$ cat config.mk
export PLATFORM = sky130hd
export DESIGN_NAME = mul_issue_ctrl
export DESIGN_NICKNAME = d
export VERILOG_FILES = /design/src/rtl/mul_issue_ctrl.sv
export SDC_FILE = /design/constraint.sdc
export NUM_CORES = 1
export LEC_CHECK = 0
export ABC_AREA = 1
export CAP_MARGIN = 40
export CELL_PAD_IN_SITES_DETAIL_PLACEMENT = 2
export CELL_PAD_IN_SITES_GLOBAL_PLACEMENT = 2
export CORE_AREA = 2 2 329 331
export CTS_BUF_LIST = sky130_fd_sc_hd__clkbuf_2
export DETAILED_ROUTE_END_ITERATION = 10
export DIE_AREA = 0 0 331 333
export PLACE_DENSITY_LB_ADDON = 0.08
export RECOVER_POWER = 100
export SLEW_MARGIN = 20
export SYNTH_ARGS = -nofsm -noshare
export SYNTH_HDL_FRONTEND = slang
export SYNTH_SLANG_ARGS = --single-unit
$ cat constraint.sdc
create_clock -name i_clk -period 14.91 [get_ports i_clk]
set_input_delay 1.491 -clock i_clk [delete_from_list [all_inputs] [get_ports i_clk]]
set_output_delay 1.491 -clock i_clk [all_outputs]
set_load 0.05 [all_outputs]
$ cat src/rtl/mul_issue_ctrl.sv
// rtl/mul_issue_ctrl.sv - issue/response controller for the 9-stage 32x32 signed multiplier
// Metadata pipe tracks the multiplier; results land in a credit-protected output FIFO.
module mul_issue_ctrl #(
  parameter int LAT       = 9,
  parameter int TAG_W     = 5,
  parameter int OUT_DEPTH = 12
) (
  input  logic             i_clk,
  input  logic             i_rst,
  input  logic             i_flush,
  input  logic             i_req_valid,
  output logic             o_req_ready,
  input  logic [1:0]       i_req_op,
  input  logic [31:0]      i_req_rs1,
  input  logic [31:0]      i_req_rs2,
  input  logic [TAG_W-1:0] i_req_tag,
  output logic [31:0]      o_mul_a,
  output logic [31:0]      o_mul_b,
  output logic             o_mul_en,
  input  logic [63:0]      i_mul_p,
  output logic             o_resp_valid,
  input  logic             i_resp_ready,
  output logic [31:0]      o_resp_data,
  output logic [TAG_W-1:0] o_resp_tag,
  output logic             o_busy
);

  localparam int PTR_W = (OUT_DEPTH > 1) ? $clog2(OUT_DEPTH) : 1;
  localparam int CNT_W = $clog2(OUT_DEPTH + 1);

  localparam logic [1:0] OP_MUL    = 2'b00;
  localparam logic [1:0] OP_MULH   = 2'b01;
  localparam logic [1:0] OP_MULHSU = 2'b10;
  localparam logic [1:0] OP_MULHU  = 2'b11;

  logic [CNT_W-1:0]           r_inflight;
  logic [CNT_W-1:0]           r_fifo_count;
  logic [CNT_W:0]             w_credit_used;
  logic                       w_accept;
  logic                       w_wr;
  logic                       w_pop;
  logic [31:0]                w_corr;
  logic [31:0]                w_result;

  logic [LAT-1:0]             r_v;
  logic [LAT-1:0][1:0]        r_op;
  logic [LAT-1:0][TAG_W-1:0]  r_tag;
  logic [LAT-1:0][31:0]       r_corr;

  logic [PTR_W-1:0]           r_wr_ptr;
  logic [PTR_W-1:0]           r_rd_ptr;
  logic [TAG_W+31:0]          r_mem [OUT_DEPTH];

  function automatic logic [PTR_W-1:0] ptr_next(input logic [PTR_W-1:0] p);
    return (p == PTR_W'(OUT_DEPTH - 1)) ? '0 : p + PTR_W'(1);
  endfunction

  // Credits cover every op from accept until pop, so the FIFO can never overflow.
  assign w_credit_used = {1'b0, r_inflight} + {1'b0, r_fifo_count};
  assign o_req_ready   = !i_rst && !i_flush && (w_credit_used < (CNT_W+1)'(OUT_DEPTH));
  assign w_accept      = i_req_valid && o_req_ready;

  assign o_mul_a  = w_accept ? i_req_rs1 : 32'd0;
  assign o_mul_b  = w_accept ? i_req_rs2 : 32'd0;
  assign o_mul_en = 1'b1;

  assign w_wr  = r_v[LAT-1];
  assign w_pop = o_resp_valid && i_resp_ready;

  always_comb begin
    w_corr = 32'd0;
    case (i_req_op)
      OP_MULHU:  w_corr = (i_req_rs1[31] ? i_req_rs2 : 32'd0) + (i_req_rs2[31] ? i_req_rs1 : 32'd0);
      OP_MULHSU: w_corr = i_req_rs2[31] ? i_req_rs1 : 32'd0;
      default:   w_corr = 32'd0;
    endcase
  end

  // The multiplier is signed; unsigned operands are fixed up in the high word only.
  always_comb begin
    w_result = i_mul_p[63:32];
    case (r_op[LAT-1])
      OP_MUL:    w_result = i_mul_p[31:0];
      OP_MULH:   w_result = i_mul_p[63:32];
      OP_MULHSU,
      OP_MULHU:  w_result = i_mul_p[63:32] + r_corr[LAT-1];
      default:   w_result = i_mul_p[63:32];
    endcase
  end

  always_ff @(posedge i_clk or posedge i_rst) begin
    if (i_rst) begin
      r_v          <= '0;
      r_inflight   <= '0;
      r_fifo_count <= '0;
      r_wr_ptr     <= '0;
      r_rd_ptr     <= '0;
    end else if (i_flush) begin
      r_v          <= '0;
      r_inflight   <= '0;
      r_fifo_count <= '0;
      r_wr_ptr     <= '0;
      r_rd_ptr     <= '0;
    end else begin
      r_v <= {r_v[LAT-2:0], w_accept};
      case ({w_accept, w_wr})
        2'b10:   r_inflight <= r_inflight + CNT_W'(1);
        2'b01:   r_inflight <= r_inflight - CNT_W'(1);
        default: r_inflight <= r_inflight;
      endcase
      case ({w_wr, w_pop})
        2'b10:   r_fifo_count <= r_fifo_count + CNT_W'(1);
        2'b01:   r_fifo_count <= r_fifo_count - CNT_W'(1);
        default: r_fifo_count <= r_fifo_count;
      endcase
      if (w_wr) r_wr_ptr <= ptr_next(r_wr_ptr);
      if (w_pop) r_rd_ptr <= ptr_next(r_rd_ptr);
    end
  end

  // Payload follows r_v; stale payload in empty stages is never used.
  always_ff @(posedge i_clk) begin
    r_op   <= {r_op[LAT-2:0], i_req_op};
    r_tag  <= {r_tag[LAT-2:0], i_req_tag};
    r_corr <= {r_corr[LAT-2:0], w_corr};
  end

  always_ff @(posedge i_clk or posedge i_rst) begin
    if (i_rst) begin
      for (int i = 0; i < OUT_DEPTH; i++) r_mem[i] <= '0;
    end else if (!i_flush && w_wr) begin
      r_mem[r_wr_ptr] <= {r_tag[LAT-1], w_result};
    end
  end

  assign o_resp_valid = (r_fifo_count != '0);
  assign o_resp_data  = r_mem[r_rd_ptr][31:0];
  assign o_resp_tag   = r_mem[r_rd_ptr][TAG_W+31:32];
  assign o_busy       = (r_inflight != '0) || (r_fifo_count != '0);

  a_no_overflow: assert property (@(posedge i_clk) disable iff (i_rst || i_flush)
    !(w_wr && !w_pop && (r_fifo_count == CNT_W'(OUT_DEPTH))));

endmodule

Yosys cells after proc, flatten, opt, wreduce, memory -nomap -nowiden. Cells that the tools add are included.

Bits in registers: 820. Bits of input ports: 140. Bits in read-only memories: 0. Latch bits: 0. Logic and storage cells: 110. Memories: 0. Bits in writable memories: 0.

Div/mod/pow operators: 0. Order comparisons: 4. Shifts and indexed selects: 0. Bitwise operators: 2. $add $sub $neg: 9. Muxes and demuxes: 23. Reduce and logical (&&, ||, !) cells: 17. Equality and inequality tests: 11. $mul: 0.

Operators by type and width (count): 444-bit bitwise mux (1); 37-bit binary-select mux with 4-bit select (1); 37-bit demux with 4-bit select (1); 32-bit 2-to-1 mux (4); 37-bit 2-to-1 mux (3); 32-bit case mux with 3 select lines (1); 32-bit adder (2); 32-bit case mux with 2 select lines (1); 4-bit 2-to-1 mux (8); 4-bit by 1-bit adder with 4-bit output (second input constant) (4); 4-bit case mux with 2 select lines (2); 2-bit == test (second input constant) (6); 5-bit >= comparator (second input constant) (2); 4-bit inverter with 5-bit output (2); 9-bit 2-to-1 mux (1); 4-bit == test (second input constant) (2); 4-bit nonzero test (2); 4-bit by 1-bit subtractor with 4-bit output (second input constant) (2); 2-bit by 1-bit == test with 1-bit output (second input constant) (3); 1-bit logical AND (6); 3-bit nonzero test (2); 4-bit by 4-bit adder with 5-bit output (1); 5-bit by 1-bit less-than comparator with 1-bit output (second input constant) (1); 5-bit by 4-bit less-than comparator with 1-bit output (second input constant) (1); other kinds (5) (7).

Longest topological paths before layout. Gate-level depths: netlist (run 1).

Depth in word-level cells: 7. Depth in mapped cells: 16. Gate-level depth less buffers: 16.

Worst setup path before layout (run 1). Ideal clock, no wire load.

Kind: in2out. Start: input i_flush. End: output o_mul_a[10]. Data required time: 13.419 ns. Stages on the path: 7. Path buffers: 2. Arrival time: 2.950 ns. Path slack: 10.469 ns. Cells stage by stage: nor3_1 nand2_1 inv_1 nand3_1 clkbuf_1 clkbuf_1 nor2_1.

Cells in the longest elaborated chain, start to end: 5.

Ends and longest elaborated chain: start: declaration (RTL line 10) `input logic i_flush,`; 1-bit zero test (RTL line 60) `assign o_req_ready = !i_rst && !i_flush && (w_credit_used < (CNT_W+1)'(OUT_DEPTH));`; 1-bit logical AND (2 in a row) (RTL line 60); 1-bit logical AND (RTL line 61) `assign w_accept = i_req_valid && o_req_ready;`; 32-bit 2-to-1 mux (RTL line 63) `assign o_mul_a = w_accept ? i_req_rs1 : 32'd0;`; end: declaration (RTL line 17) `output logic [31:0] o_mul_a,`.

No other way between the ends.

==> results of run 1 <==
-- placed cells by master, fill, tap and decap left out, types with 4 or more instances in the layout --
cell / instances
nand2_2: 7
nor2_1: 307
a21oi_1: 172
a32o_1: 18
o221ai_1: 28
inv_1: 411
inv_6: 5
nand4_1: 13
xor2_1: 9
clkbuf_2: 325
nand3_1: 133
nor2_2: 5
nor3_1: 13
buf_12: 7
a21boi_0: 5
dfxtp_1: 351
dfrtp_1: 467
clkinv_2: 13
or2_2: 5
a22o_1: 15
ha_1: 74
buf_4: 17
o22ai_1: 40
nand2_1: 1617
inv_2: 4
o21bai_1: 9
bufinv_16: 5
diode_2: 6
clkbuf_1: 42
o211ai_1: 33
o21ai_0: 396
clkinv_1: 56
dlygate4sd3_1: 112
o21a_1: 5
nor2_4: 7
buf_16: 5
clkdlybuf4s50_1: 131
-- worst min-delay path by stage --
stage | slack (ps) | cells after the start | endpoint | startpoint
after detailed placement | 310 | 0 | r_corr[238] | r_corr[206]
after CTS | 210 | 1 | r_tag[4] | i_req_tag[4]
after floorplan | 310 | 0 | r_corr[100] | r_corr[68]
after global placement | 310 | 0 | r_corr[216] | r_corr[184]
after global routing | 240 | 0 | r_corr[60] | r_corr[28]
final | 230 | 0 | r_corr[60] | r_corr[28]
-- flip-flops by register name (all words and copies together), names as in the netlist --
name and flops:
r_mem 444, r_rd_ptr 4, r_corr 288, r_fifo_count 4, r_inflight 4, r_wr_ptr 4, r_tag 45, r_v 9
r_op 18
-- power by group through the flow --
stage	clock (uW)	combinational, uW	sequential, uW
floorplan	0	253	2350
global placement	0	428	2360
detailed placement	0	441	2360
CTS	1770	443	2320
global route	1890	475	2330
finish	1690	429	2320
-- Yosys cell counts, drive strengths merged --
| library cell | n | share of area |
|---|---|---|
| o22ai | 40 | 0.0072 |
| nor4 | 1 | 0.00018 |
| nand4 | 13 | 0.0023 |
| o32ai | 2 | 0.00050 |
| a32o | 18 | 0.0052 |
| clkinv | 5 | 0.00054 |
| nand3b | 3 | 0.00064 |
| nor2 | 319 | 0.035 |
| a211oi | 2 | 0.00043 |
| o21ai | 400 | 0.058 |
| nand3 | 135 | 0.019 |
| a21boi | 5 | 0.0011 |
| fa | 3 | 0.0017 |
| and2 | 1 | 0.00018 |
| xnor2 | 3 | 0.00075 |
| o21a | 5 | 0.0011 |
| a21oi | 173 | 0.025 |
| or2 | 7 | 0.0013 |
| o21bai | 11 | 0.0026 |
| dfrtp | 469 | 0.34 |
| conb | 1 | 0.00011 |
| a22o | 15 | 0.0038 |
| buf | 105 | 0.017 |
| o211ai | 33 | 0.0071 |
| a21o | 3 | 0.00064 |
| nand2 | 1624 | 0.17 |
| and3 | 2 | 0.00036 |
| clkbuf | 133 | 0.014 |
| o221ai | 28 | 0.0070 |
| xor2 | 9 | 0.0023 |
| dfxtp | 351 | 0.20 |
| inv | 415 | 0.045 |
| nor3 | 15 | 0.0024 |
| ha | 74 | 0.026 |
-- metrics by stage --
step / instances / instance area (um2)
after floorplan: 4423 / 34900
after global placement: 5883 / 38600
after detailed placement: 5898 / 38900
after CTS: 6304 / 41000
after global routing: 6316 / 40900
final: 6317 / 40900
-- routing by layer --
layer | global-route usage | vias up | share of wire
li1 | - | 14684 | -
met1 | 0.336 | 15786 | 0.45
met2 | 0.430 | 614 | 0.49
met3 | 0.0424 | 202 | 0.039
met4 | 0.0798 | 0 | 0.022
met5 | 0 | - | 0
-- final cells by class --
type | instances | area, um2 | share of cell area
diodes | 6 | 15.0 | 0.000367
clock buffers | 325 | 1630 | 0.0398
clock inverters | 81 | 505 | 0.0124
inverters | 420 | 1580 | 0.0388
multi-input cells | 2945 | 13600 | 0.332
flip-flops and latches | 820 | 18800 | 0.459
well taps | 1403 | 1760 | 0.0430
repair buffers | 317 | 3040 | 0.0744
-- logic make-up (layout without fill, tap and decap cells) --
logic type | Yosys count | count (layout) | synth area share
DFF | 820 | 820 | 0.537
buffers and inverters | 658 | 1143 | 0.0760
other | 1 | 7 | 0.000107
AOI/OAI and AO/OA | 735 | 735 | 0.119
and+or+nand+nor | 2120 | 2120 | 0.237
adders and majority gates | 77 | 77 | 0.0282
xor gates and xnor gates | 12 | 12 | 0.00301
==> metrics.md, run 1 <==
| Metric | Value |
|---|---|
| Outcome | finished, violations left |
| Failing checks | capacitance limit, slew limit |
| Final setup margin | 5750 ps |
| Final critical-path share of the clock period | 0.615 |
| Die Width | 331 um |
| Crit path time final | 9160 ps |
| FF-to-FF setup slack | 9130 ps |
| Power density cells | 109 nW/um2 |
| Initial core utilization | 0.328 |
| Area Growth Syn to Fin | 17.0% |
| Hold Path Class | register to register |
| CP arrival | 10070 ps |
| First-pass GRT wire length | 213000 um |
| GP Congestion | 0.815 |
| Final hold violation count | 0 |
| Syn avg cell area | 7.90 um2 |
| FF-to-FF Start | r_v[8] |
| Row count | 120 |
| Hold-fix buffers, CTS | 0 |
| Final core occ | 0.383 |
| Critical Path RT | 15810 ps |
| Crit Path Class | input pin to async pin |
| Cell Area, Synth | 34900 um2 |
| Crit path capture type | async pin |
| Drt pass-1 iters | 4 |
| Root Buffer Master | clkbuf_2 |
| Routed wire per std cell | 22.0 um |
| Clock power frac | 0.381 |
| Initial antenna violation count | 7 |
| P_int | 3100 uW |
| Max incr delay on CP | 3400 ps |
| Die ar. | 110000 um2 |
| Pins Over Slew Limit | 1260 |
| Num CTS Buffers | 218 |
| Hold WS | 232 ps |
| Routed wire length | 139000 um |
| Share of layout cells above drive strength 1 | 0.0868 |
| Crit path top cell by count | clkbuf_1 |
| Die Height | 333 um |
| Switching share of power | 0.302 |
| Fmax | 109 MHz |
| Critical path depth | 5 |
| RR Endpoint | r_mem[91] |
| CTS tree | yes |
| CTS Sinks | 820 |
| Synth warnings | 0 |
| CP cell instances | dlygate4sd3_1 -> clkinvlp_2 -> clkbuf_1 -> clkbuf_1 -> clkbuf_1 |
| Leakage | 0.0215 uW |
| H-tree levels | 4 |
| R2R depth | 9 |
| Slowest-stage cell, CP | clkbuf_1 |
| RSZ-0062 raised after global routing | false |
| Worst IR Drop VDD | 0.0531 mV |
| Final Skew | 128 ps |
| #FFs+latches synth | 820 |
| Iteration-0 DRC Markers | 1602 |
| Worst slew margin | -2.16 |
| Total GRT Usage | 0.257 |
| Critical path origin | i_rst |
| Post-CTS sizing | 0 |
| Vias in the first global route | 34241 |
| Psw | 1340 uW |
| Port-buffer cells | 243 |
| Register share of total power | 0.522 |
| Largest net degree at the start of global routing | 105 |
| Dpl ws | 9230 ps |
| Synthesized Nets | 4640 |
| DRC | 0 |
| Via count | 31286 |
| Max Cap Violations | 35 |
| Placed wire-length estimate | 91800 um |
| Clk_lat worst skew | 1550 ps |
| Unique masters post-synth | 49 |
| Crit path buf inv count | 5 |
| Delay-heaviest family, CP | buffers and inverters |
| Vias per cell | 4.95 |
| CTS Buffer Depth | 3 |
| Crit start category | input pin |
| Layout fillers | 12354 |
| Worst-path clk slew | 100 ps |
| Gate Count Post-Synth | 4423 |
| Combinational share of power | 0.097 |
| CP Max Fanout | 78 |
| Pwr Total | 4440 uW |
| Final net count | 4939 |
| Setup Buffers After CTS | 0 |
| Setup TNS | 0 ps |
| Crit path capture | r_mem[164] |
| Overflow after GRT | 0 |
| Seq/Total Area, Yosys | 0.537 |
| Worst slew pin tran | 4740 ps |
| Post-DRT Antenna Nets | 0 |
| Core area | 107000 um2 |
| Number of setup violations in the final report | 0 |
| Number of I/O pins | 245 |
Power figures use the tool's default switching activity.
==> inputs of run 2 (changes only) <==
- clock period: 14.91 -> 7.6 ns (I/O delays scaled with it)
==> metrics.md, run 2 (synthesis results as in run 1) <==
| Metric | Value |
|---|---|
| Pins Over Slew Limit | 1165 (was 1260) |
| Root Buffer Master | clkbuf_2 (unchanged) |
| Iteration-0 DRC Markers | 1601 (was 1602) |
| Die ar. | 110000 um2 (unchanged) |
| Number of I/O pins | 245 (unchanged) |
| Crit path capture type | register (was async pin) |
| Crit path time final | 6840 ps |
| Hold Path Class | register to register (unchanged) |
| Die Height | 333 um (unchanged) |
| Clock power frac | 0.380 (was 0.381) |
| Final critical-path share of the clock period | 0.901 |
| Routed wire per std cell | 22.0 um (about the same) |
| Worst IR Drop VDD | 0.0844 mV (was 0.0531 mV) |
| Critical path origin | r_v[8] (was i_rst) |
| Final cell count without fillers | 6360 (was 6317) |
| Cell area after layout | 41100 um2 (was 40900 um2) |
| Final Skew | 165 ps (was 128 ps) |
| Via count | 31669 (was 31286) |
| Total GRT Usage | 0.257 (about the same) |
| Outcome | finished, violations left (unchanged) |
| CTS tree | yes (unchanged) |
| First-pass GRT wire length | 214000 um (was 213000 um) |
| Vias in the first global route | 34964 (was 34241) |
| Drt pass-1 iters | 5 (was 4) |
| Routed wire length | 140000 um (was 139000 um) |
| GP Congestion | 0.807 (was 0.815) |
| Initial antenna violation count | 7 (unchanged) |
| Clk_lat worst skew | 1520 ps (was 1550 ps) |
| Switching share of power | 0.299 (was 0.302) |
| Register share of total power | 0.521 (was 0.522) |
| H-tree levels | 4 (unchanged) |
| Share of layout cells above drive strength 1 | 0.0893 (was 0.0868) |
| Layout fillers | 12402 (was 12354) |
| Worst slew margin | -1.84 (was -2.16) |
| Final net count | 4972 (was 4939) |
| Hold-fix buffers, CTS | 32 (was 0) |
| Core area | 107000 um2 (unchanged) |
| DRC | 0 (unchanged) |
| P_int | 6110 uW (was 3100 uW) |
| Worst-path clk slew | 110 ps (was 100 ps) |
| Final hold violation count | 0 (unchanged) |
| Area Growth Syn to Fin | 17.7% (was 17.0%) |
| Critical Path RT | 8950 ps (was 15810 ps) |
| RSZ-0062 raised after global routing | false (unchanged) |
| Setup TNS | 0 ps (unchanged) |
| Max Cap Violations | 27 (was 35) |
| Setup Buffers After CTS | 0 (unchanged) |
| Fmax | 146 MHz |
| Largest registers | r_mem (444), r_corr (288), r_tag (45) (unchanged) |
| Leakage | 0.0216 uW (was 0.0215 uW) |
| Pwr Total | 8720 uW (was 4440 uW) |
| Largest net degree at the start of global routing | 154 (was 105) |
| Num CTS Buffers | 221 (was 218) |
| Initial core utilization | 0.328 (unchanged) |
| CP Max Fanout | 37 (was 78) |
| Post-DRT Antenna Nets | 0 (unchanged) |
| Crit start category | register (was input pin) |
| Power density cells | 212 nW/um2 (was 109 nW/um2) |
| CTS Buffer Depth | 3 (unchanged) |
| Hold_sp | r_corr[62] (was r_corr[28]) |
| Vias per cell | 4.98 (was 4.95) |
| Most flop-heavy register | r_mem (unchanged) |
| Number of setup violations in the final report | 0 (unchanged) |
| FF-to-FF Start | r_v[8] (unchanged) |
| Port-buffer cells | 243 (unchanged) |
| Max reg flops | 444 (unchanged) |
| Commonest non-fill, non-tap cell in the layout | nand2_1 (unchanged) |
| Row count | 120 (unchanged) |
| # placed instances | 5898 (unchanged) |
| Post-CTS sizing | 0 (unchanged) |
| Overflow after GRT | 0 (unchanged) |
| Failing checks | capacitance limit, slew limit (unchanged) |
| CTS Sinks | 820 (unchanged) |
| CP arrival | 8190 ps (was 10070 ps) |
| Crit Path Class | register to register (was input pin to async pin) |
| Placed wire-length estimate | 91100 um (was 91800 um) |
| Die Width | 331 um (unchanged) |
| Commonest non-fill, non-tap cells in the layout | nand2_1 (1618), dfrtp_1 (466), inv_1 (409) (was nand2_1 (1617), dfrtp_1 (467), inv_1 (411)) |
| Worst slew pin tran | 4250 ps (was 4740 ps) |
| Combinational share of power | 0.099 (was 0.097) |
| Cell Area, Placed | 38900 um2 (about the same) |
| Psw | 2610 uW (was 1340 uW) |
| Hold WS | 175 ps (was 232 ps) |
-- run 2: cell count changes in the layout (fill, tap and decap cells not counted), sizes merged --
cell and change:
buf +4, clkbuf +21, dlygate4sd3 +32, clkinv -9, inv -7, bufinv -1, diode +2, clkinvlp +1
-- run 2: cell type report --
cell class / instances / area [um2] / share of cell area
clock buffers: 352 / 1760 / 0.0428
repair buffers: 347 / 3330 / 0.0810
diodes: 8 / 20.0 / 0.000487
clock inverters: 65 / 378 / 0.00918
multi-input cells: 2945 / 13500 / 0.329
inverters: 420 / 1580 / 0.0385
flip-flops and latches: 820 / 18800 / 0.456
well taps: 1403 / 1760 / 0.0427
-- run 2: worst paths after layout --
path	slack [ps]	to	cells after the start
worst max register to register	760	r_mem[239]	10
worst min-delay path	180	r_corr[94]	0
min in group asynchronous	410	r_v[2]	3
worst min register to register	180	r_corr[94]	0
max in group asynchronous	2640	r_mem[381]	4
worst max-delay path	760	r_mem[239]	10
-- run 2: power groups by stage --
stage               registers [uW]  logic (uW)  clock network [uW]
finish                        4540         866                3310
global route                  4560         953                3710
CTS                           4550         898                3460
detailed placement            4640         878                   0
global placement              4630         842                   0
floorplan                     4610         497                   0
-- run 2: critical path, cell delays in order (launching register included) --
cell and delay [ps]:
dfrtp_1 480, inv_1 110, nor2_1 380, nand2_1 230
nor2_4 120, clkbuf_1 1090, clkbuf_1 2040, clkinv_1 1160
clkbuf_1 740, nand2_1 210, nand2_1 90
-- run 2: metrics by stage --
step | worst slack [ps] | util
6_report | 756 | 0.386
4_1_cts | 1090 | 0.388
3_3_place_gp | 2940 | 0.362
2_1_floorplan | 489 | -
5_1_grt | 618 | 0.386
3_5_place_dp | 2860 | 0.365
-- run 2: per-layer routing --
layer	routed length [um]	vias up	GRT usage
met2	68100	550	0.434
met3	4580	201	0.0423
met4	3420	0	0.0807
met1	64100	16146	0.336
li1	-	14772	-
met5	0	-	0
==> inputs of run 3 (changes only) <==
- SETUP_SLACK_MARGIN: not set -> 0.3
==> results of run 3 <==
Same layout as run 2: the final DEF is identical, and so are final timing and power.
